--- config.mk ---
export PLATFORM = sky130hd
export DESIGN_NAME = alu_exec_unit
export DESIGN_NICKNAME = d
export VERILOG_FILES = /design/src/rtl/alu_pkg.sv /design/src/rtl/alu_comb.sv /design/src/rtl/alu_exec_unit.sv
export SDC_FILE = /design/constraint.sdc
export NUM_CORES = 1
export LEC_CHECK = 0
export CAP_MARGIN = 20
export CORE_MARGIN = 4
export CORE_UTILIZATION = 25
export DETAILED_ROUTE_END_ITERATION = 10
export GPL_TIMING_DRIVEN = 0
export HOLD_SLACK_MARGIN = 0.08
export PLACE_DENSITY_LB_ADDON = 0.05
export SLEW_MARGIN = 20
export SYNTH_ARGS = -nofsm -noshare
export SYNTH_HDL_FRONTEND = slang
export SYNTH_HIERARCHICAL = 1
export SYNTH_SLANG_ARGS = --single-unit
--- constraint.sdc ---
create_clock -name clk -period 3.9 [get_ports clk]
set_clock_uncertainty 0.05 [all_clocks]
set_input_delay 0.975 -clock clk [delete_from_list [all_inputs] [get_ports clk]]
set_output_delay 0.975 -clock clk [all_outputs]
set_load 0.02 [all_outputs]
--- src/rtl/alu_pkg.sv ---
// Shared definitions for the execute-stage ALU: operation codes, FSM states
// and default datapath sizing.
package alu_pkg;

  localparam int unsigned DEFAULT_WIDTH   = 32;
  localparam int unsigned DEFAULT_SHAMT_W = 5;

  // 3-bit ALU control code as produced by the ALU decoder
  typedef enum logic [2:0] {
    ALU_ADD = 3'b000,
    ALU_SUB = 3'b001,
    ALU_AND = 3'b010,
    ALU_OR  = 3'b011,
    ALU_SLL = 3'b100,
    ALU_SLT = 3'b101,
    ALU_SRL = 3'b110,
    ALU_SRA = 3'b111
  } alu_op_t;

  typedef enum logic [1:0] {
    IDLE  = 2'd0,
    SHIFT = 2'd1,
    DONE  = 2'd2
  } exec_state_t;

  // True for the codes handled by the iterative shifter
  function automatic logic is_shift_op(input alu_op_t op);
    return (op == ALU_SLL) || (op == ALU_SRL) || (op == ALU_SRA);
  endfunction

endpackage

--- src/rtl/alu_comb.sv ---
// Single-cycle combinational datapath: add, sub, and, or, signed slt.
// Shift codes produce zero here; the shifter in the parent handles them.
module alu_comb
  import alu_pkg::*;
#(
  parameter int unsigned WIDTH = DEFAULT_WIDTH
) (
  input  alu_op_t           op,
  input  logic [WIDTH-1:0]  a,
  input  logic [WIDTH-1:0]  b,
  output logic [WIDTH-1:0]  y
);

  // Select the operation result for the current code
  always_comb begin
    y = '0;
    case (op)
      ALU_ADD: y = a + b;
      ALU_SUB: y = a - b;
      ALU_AND: y = a & b;
      ALU_OR:  y = a | b;
      ALU_SLT: y = {{(WIDTH-1){1'b0}}, ($signed(a) < $signed(b))};
      default: y = '0;
    endcase
  end

endmodule

--- src/rtl/alu_exec_unit.sv ---
// Execute-stage ALU with valid/ready handshake. Single-cycle ops complete
// via alu_comb; shifts run one bit per cycle on an internal shift register.
module alu_exec_unit
  import alu_pkg::*;
#(
  parameter int unsigned WIDTH   = DEFAULT_WIDTH,
  parameter int unsigned SHAMT_W = DEFAULT_SHAMT_W
) (
  input  logic              clk,
  input  logic              rst,
  input  logic              in_valid,
  output logic              in_ready,
  input  logic [2:0]        alu_control,
  input  logic [WIDTH-1:0]  src_a,
  input  logic [WIDTH-1:0]  src_b,
  output logic              out_valid,
  input  logic              out_ready,
  output logic [WIDTH-1:0]  result,
  output logic              zero
);

  exec_state_t          state;
  exec_state_t          state_next;
  alu_op_t              op_in;
  alu_op_t              shift_op;
  logic [WIDTH-1:0]     comb_y;
  logic [WIDTH-1:0]     imm_value;
  logic [WIDTH-1:0]     shreg;
  logic [WIDTH-1:0]     shift_next;
  logic [SHAMT_W-1:0]   shamt_in;
  logic [SHAMT_W-1:0]   count;
  logic                 accept;
  logic                 start_shift;
  logic                 last_shift;

  assign op_in       = alu_op_t'(alu_control);
  assign shamt_in    = src_b[SHAMT_W-1:0];
  assign in_ready    = (state == IDLE);
  assign out_valid   = (state == DONE);
  assign accept      = in_valid & in_ready;
  assign start_shift = is_shift_op(op_in) && (shamt_in != '0);
  assign last_shift  = (count == SHAMT_W'(1));
  // A zero-amount shift returns the operand unchanged in one cycle
  assign imm_value   = is_shift_op(op_in) ? src_a : comb_y;

  alu_comb #(
    .WIDTH (WIDTH)
  ) u_alu_comb (
    .op (op_in),
    .a  (src_a),
    .b  (src_b),
    .y  (comb_y)
  );

  // One-bit shift step according to the latched shift kind
  always_comb begin
    shift_next = shreg;
    case (shift_op)
      ALU_SLL: shift_next = {shreg[WIDTH-2:0], 1'b0};
      ALU_SRL: shift_next = {1'b0, shreg[WIDTH-1:1]};
      ALU_SRA: shift_next = {shreg[WIDTH-1], shreg[WIDTH-1:1]};
      default: shift_next = shreg;
    endcase
  end

  // State register
  always_ff @(posedge clk) begin
    if (rst) state <= IDLE;
    else     state <= state_next;
  end

  // Next-state logic
  always_comb begin
    state_next = state;
    case (state)
      IDLE:    if (accept) state_next = start_shift ? SHIFT : DONE;
      SHIFT:   if (last_shift) state_next = DONE;
      DONE:    if (out_ready) state_next = IDLE;
      default: state_next = IDLE;
    endcase
  end

  // Operand capture, shift iteration and registered result/zero
  always_ff @(posedge clk) begin
    if (rst) begin
      result   <= '0;
      zero     <= 1'b0;
      shreg    <= '0;
      count    <= '0;
      shift_op <= ALU_SLL;
    end else begin
      case (state)
        IDLE: begin
          if (accept) begin
            if (start_shift) begin
              shreg    <= src_a;
              count    <= shamt_in;
              shift_op <= op_in;
            end else begin
              result <= imm_value;
              zero   <= (imm_value == '0);
            end
          end
        end
        SHIFT: begin
          shreg <= shift_next;
          count <= count - SHAMT_W'(1);
          if (last_shift) begin
            result <= shift_next;
            zero   <= (shift_next == '0);
          end
        end
        default: ;
      endcase
    end
  end

endmodule

==> results.toml <==
[timing]
setup_ws_ps = -401
fin_crit_ps = 4300
setup_viol = 2
finalHoldViolCount = 0
finalSetupTns_ps = -427
maxSlewViolCount = 0
maxSlewHeadroom_pct = 33.1
fmax_mhz = 232
tightestPinTransition_ps = 1000
rsz0062_at_grt = "yes"
layout_worst_path_cycle_share_pct = 110

[synthesis]
ys_seq_area_share_pct = 15.5
synth_edf_count = 0
synth_area_per_cell_um2 = 6.79
yosysWarnings = 6
synth_area_um2 = 9710
syn_nets = 1611
synth_top_area_cell = "dfxtp_1"
ys_types = 91
synth_cells = 1429
synth_most_common_cell = "nor2_1"
ys.flop_type = "dfxtp_1"
synthArstFlopShare_pct = 0
netlist.area_leader.share_pct = 15.5
synth_seq_cells = 75
synth_commonest_cells = "171 x nor2_1, 159 x a21oi_1, 149 x nand2_1"
ys_top_cells_by_area = "dfxtp_1 15%, ha_1 14%, a21oi_1 8.2%"

[min_path]
hold_class = "register to register"
worstHoldStart = "result[17]"

[place]
dp_hpwl_mm = 40.0
gp_congestion = 0.885
placed_area_um2 = 11400
dp.cells = 2045
port_buffers = 105

[clock_network]
insertion_delay_ps = 350
cts_sinks = 75
cts_buffers = 9
cts.path.max_buffers = 2
root_buffer = "clkbuf_16"
cts_max_level = 3
cts_tree = "done"
path_clk_slew_ps = 60

[setup_path]
crit_end = "zero"
worstSetupPathType = "input port to register"
crit_fanout = 3
startpoint = "src_b[15]"
reg2reg_slack_ps = 1270
cp-end-kind = "register"
r2r_start = "state[0]"
worstSetupStartpointType = "input port"
rr_endpoint = "shreg[14]"
critPathMaxStageDelay_ps = 320
cp.arrival_ps = 4550
crit_chain = "clkdlybuf4s15_1, inv_2, ha_4, buf_4, a21oi_1, o21ai_0, nand3_1, nand4_1, o21ai_4, nor2_4, o31ai_2, xnor2_1, o22ai_2, nor4_4, nand4_1, nor4_4, o2111ai_2, a21oi_1, a31o_1"
cp_slowest_cell = "nor4_4"
critPathRequiredTime_ps = 4140
ff2ff_path_depth = 9

[floorplanning]
chipWidth_um = 205
die_y_um = 205
rows = 71
ios = 106
fp.coreArea_um2 = 38000
die_area_um2 = 42000
start_util_pct = 25.5

[finish]
diodes = 0
drive_gt1_share_pct = 24.9
synthToLayoutAreaGrowth_pct = 41.2
fillCellCount = 4161
final_cell_area_um2 = 13700
finalNonFillerCells = 2124
nets = 1791

[pwr]
finalPower_mw = 3.82
p_clk_share_pct = 24.2
pwr-share-seq_pct = 23.6
cellPowerDensity_nw_per_um2 = 278
p_int_mw = 2.18
leakage_nw = 5.31
p_sw_mw = 1.63
irDropWorstVdd_v = 0.000223
p_sw_share_pct = 42.8
pwr-share-comb_pct = 52.2

[global_routing]
antenna_found_initial = 0
grt_overflow = 0
grt_pass1_vias = 11657
grt_pass1_wl_mm = 76.0
grt_max_degree = 13
grt.total_usage_pct = 23.9

[drt]
via_per_inst = 5.57
post-route-drc-count = 0
drt-total-wl_mm = 51.8
vias = 11841
drtPass1Iterations = 6
antenna_left = 0
drt-initial-drc-count = 1004
wl_per_cell_um = 24.4

[status]
outcome = "finished, violations left"
violations = "setup timing"

[run]
cap_violations = 0
## timing repair
| item | in CTS | in global routing |
|---|---|---|
| setup endpoints to repair | 32 | 18 |
| hold buffers | 0 | 0 |
| resized for setup | 528 | 81 |
| buffers inserted | 58 | 12 |
| cloned | 1 | 0 |
| pin swaps | 75 | 45 |
## cells in the final DEF, fill, tap and decap left out, types with 10 or more instances in the layout
| cell | count |
|---|---|
| a211oi_1 | 45 |
| a211oi_2 | 11 |
| a21o_1 | 11 |
| a21oi_1 | 134 |
| a21oi_2 | 16 |
| a21oi_4 | 10 |
| and3_1 | 16 |
| buf_2 | 21 |
| buf_4 | 76 |
| buf_6 | 25 |
| clkbuf_1 | 45 |
| clkbuf_2 | 16 |
| clkdlybuf4s50_1 | 49 |
| dfxtp_1 | 75 |
| ha_1 | 79 |
| ha_4 | 27 |
| inv_1 | 74 |
| inv_2 | 22 |
| nand2_1 | 144 |
| nand2b_1 | 11 |
| nand3_1 | 23 |
| nand4_1 | 10 |
| nor2_1 | 160 |
| nor2b_1 | 13 |
| nor3_1 | 31 |
| nor4_1 | 15 |
| o211ai_1 | 14 |
| o21ai_0 | 50 |
| o21ai_1 | 12 |
| o21ai_2 | 11 |
| o22ai_1 | 36 |
| o2bb2ai_1 | 16 |
| xnor2_1 | 24 |
## state kept, by name (all words and copies together), names as in the netlist
signal / count
result: 32
shreg: 32
count: 5
shift_op: 3
state: 2
zero: 1
## area by class of cell
| cell class | instances | area, um2 | area share [%] |
|---|---|---|---|
| Tap cell | 511 | 639 | 4.67 |
| Timing Repair Buffer | 176 | 1650 | 12.1 |
| Clock buffer | 10 | 239 | 1.74 |
| Inverter | 108 | 445 | 3.25 |
| Buffer | 92 | 518 | 3.78 |
| Clock inverter | 5 | 77.6 | 0.566 |
| Sequential cell | 75 | 1500 | 11.0 |
| Multi-Input combinational cell | 1147 | 8630 | 63.0 |
## cell families (layout without fill, tap and decap cells)
family,count (synthesis),count (layout),share of synthesized area [%]
flops,75,75,15.5
mux,9,9,1.07
fa+ha+maj,111,111,14.5
xor+xnor,26,26,2.35
simple gates,514,514,24.8
compound gates,487,487,33.0
buf+inv,207,391,8.89
## power by group through the flow
stage,Sequential [mW],Clock (mW),Combinational [mW]
2_1_floorplan,0.921,0,0.960
4_1_cts,0.896,0.939,1.88
3_5_place_dp,0.912,0,1.60
5_1_grt,0.906,0.975,2.13
3_3_place_gp,0.912,0,1.61
6_report,0.899,0.924,1.99
## worst max-delay path, delay by kind of cell
kind	cells	cell delay (ps)
XOR/XNOR	1	170
adder cells (fa/ha/maj)	1	250
AO/OA/AOI/OAI	8	1520
buffers and inverters	3	430
AND/OR/NAND/NOR	6	1210
## worst min path at each step
| stage | endpoint | slack [ps] | depth (start not counted) |
|---|---|---|---|
| 2_1_floorplan | count[1] | 400 | 2 |
| 3_3_place_gp | result[3] | 390 | 2 |
| 3_5_place_dp | result[3] | 400 | 2 |
| 4_1_cts | result[3] | 410 | 2 |
| 5_1_grt | result[12] | 430 | 2 |
| 6_report | result[17] | 400 | 2 |
## metrics by stage
stage	setup WS, ps	hold slack (ps)	utilization (%)
after floorplan	9.79	395	-
after global placement	-2050	395	30.0
after detailed placement	-1970	400	30.0
after CTS	-412	409	35.0
after global routing	-534	427	36.0
final	-401	403	36.0
## routing by layer
metal | part of all wire (%) | vias to the layer above | global-route usage, %
met3 | 6.3 | 67 | 4.61
met1 | 48 | 5823 | 34.4
met5 | 0 | - | 0
met4 | 2.7 | 0 | 5.65
li1 | - | 5510 | -
met2 | 43 | 441 | 36.7
Note: power is estimated with default switching activity, not from simulation.
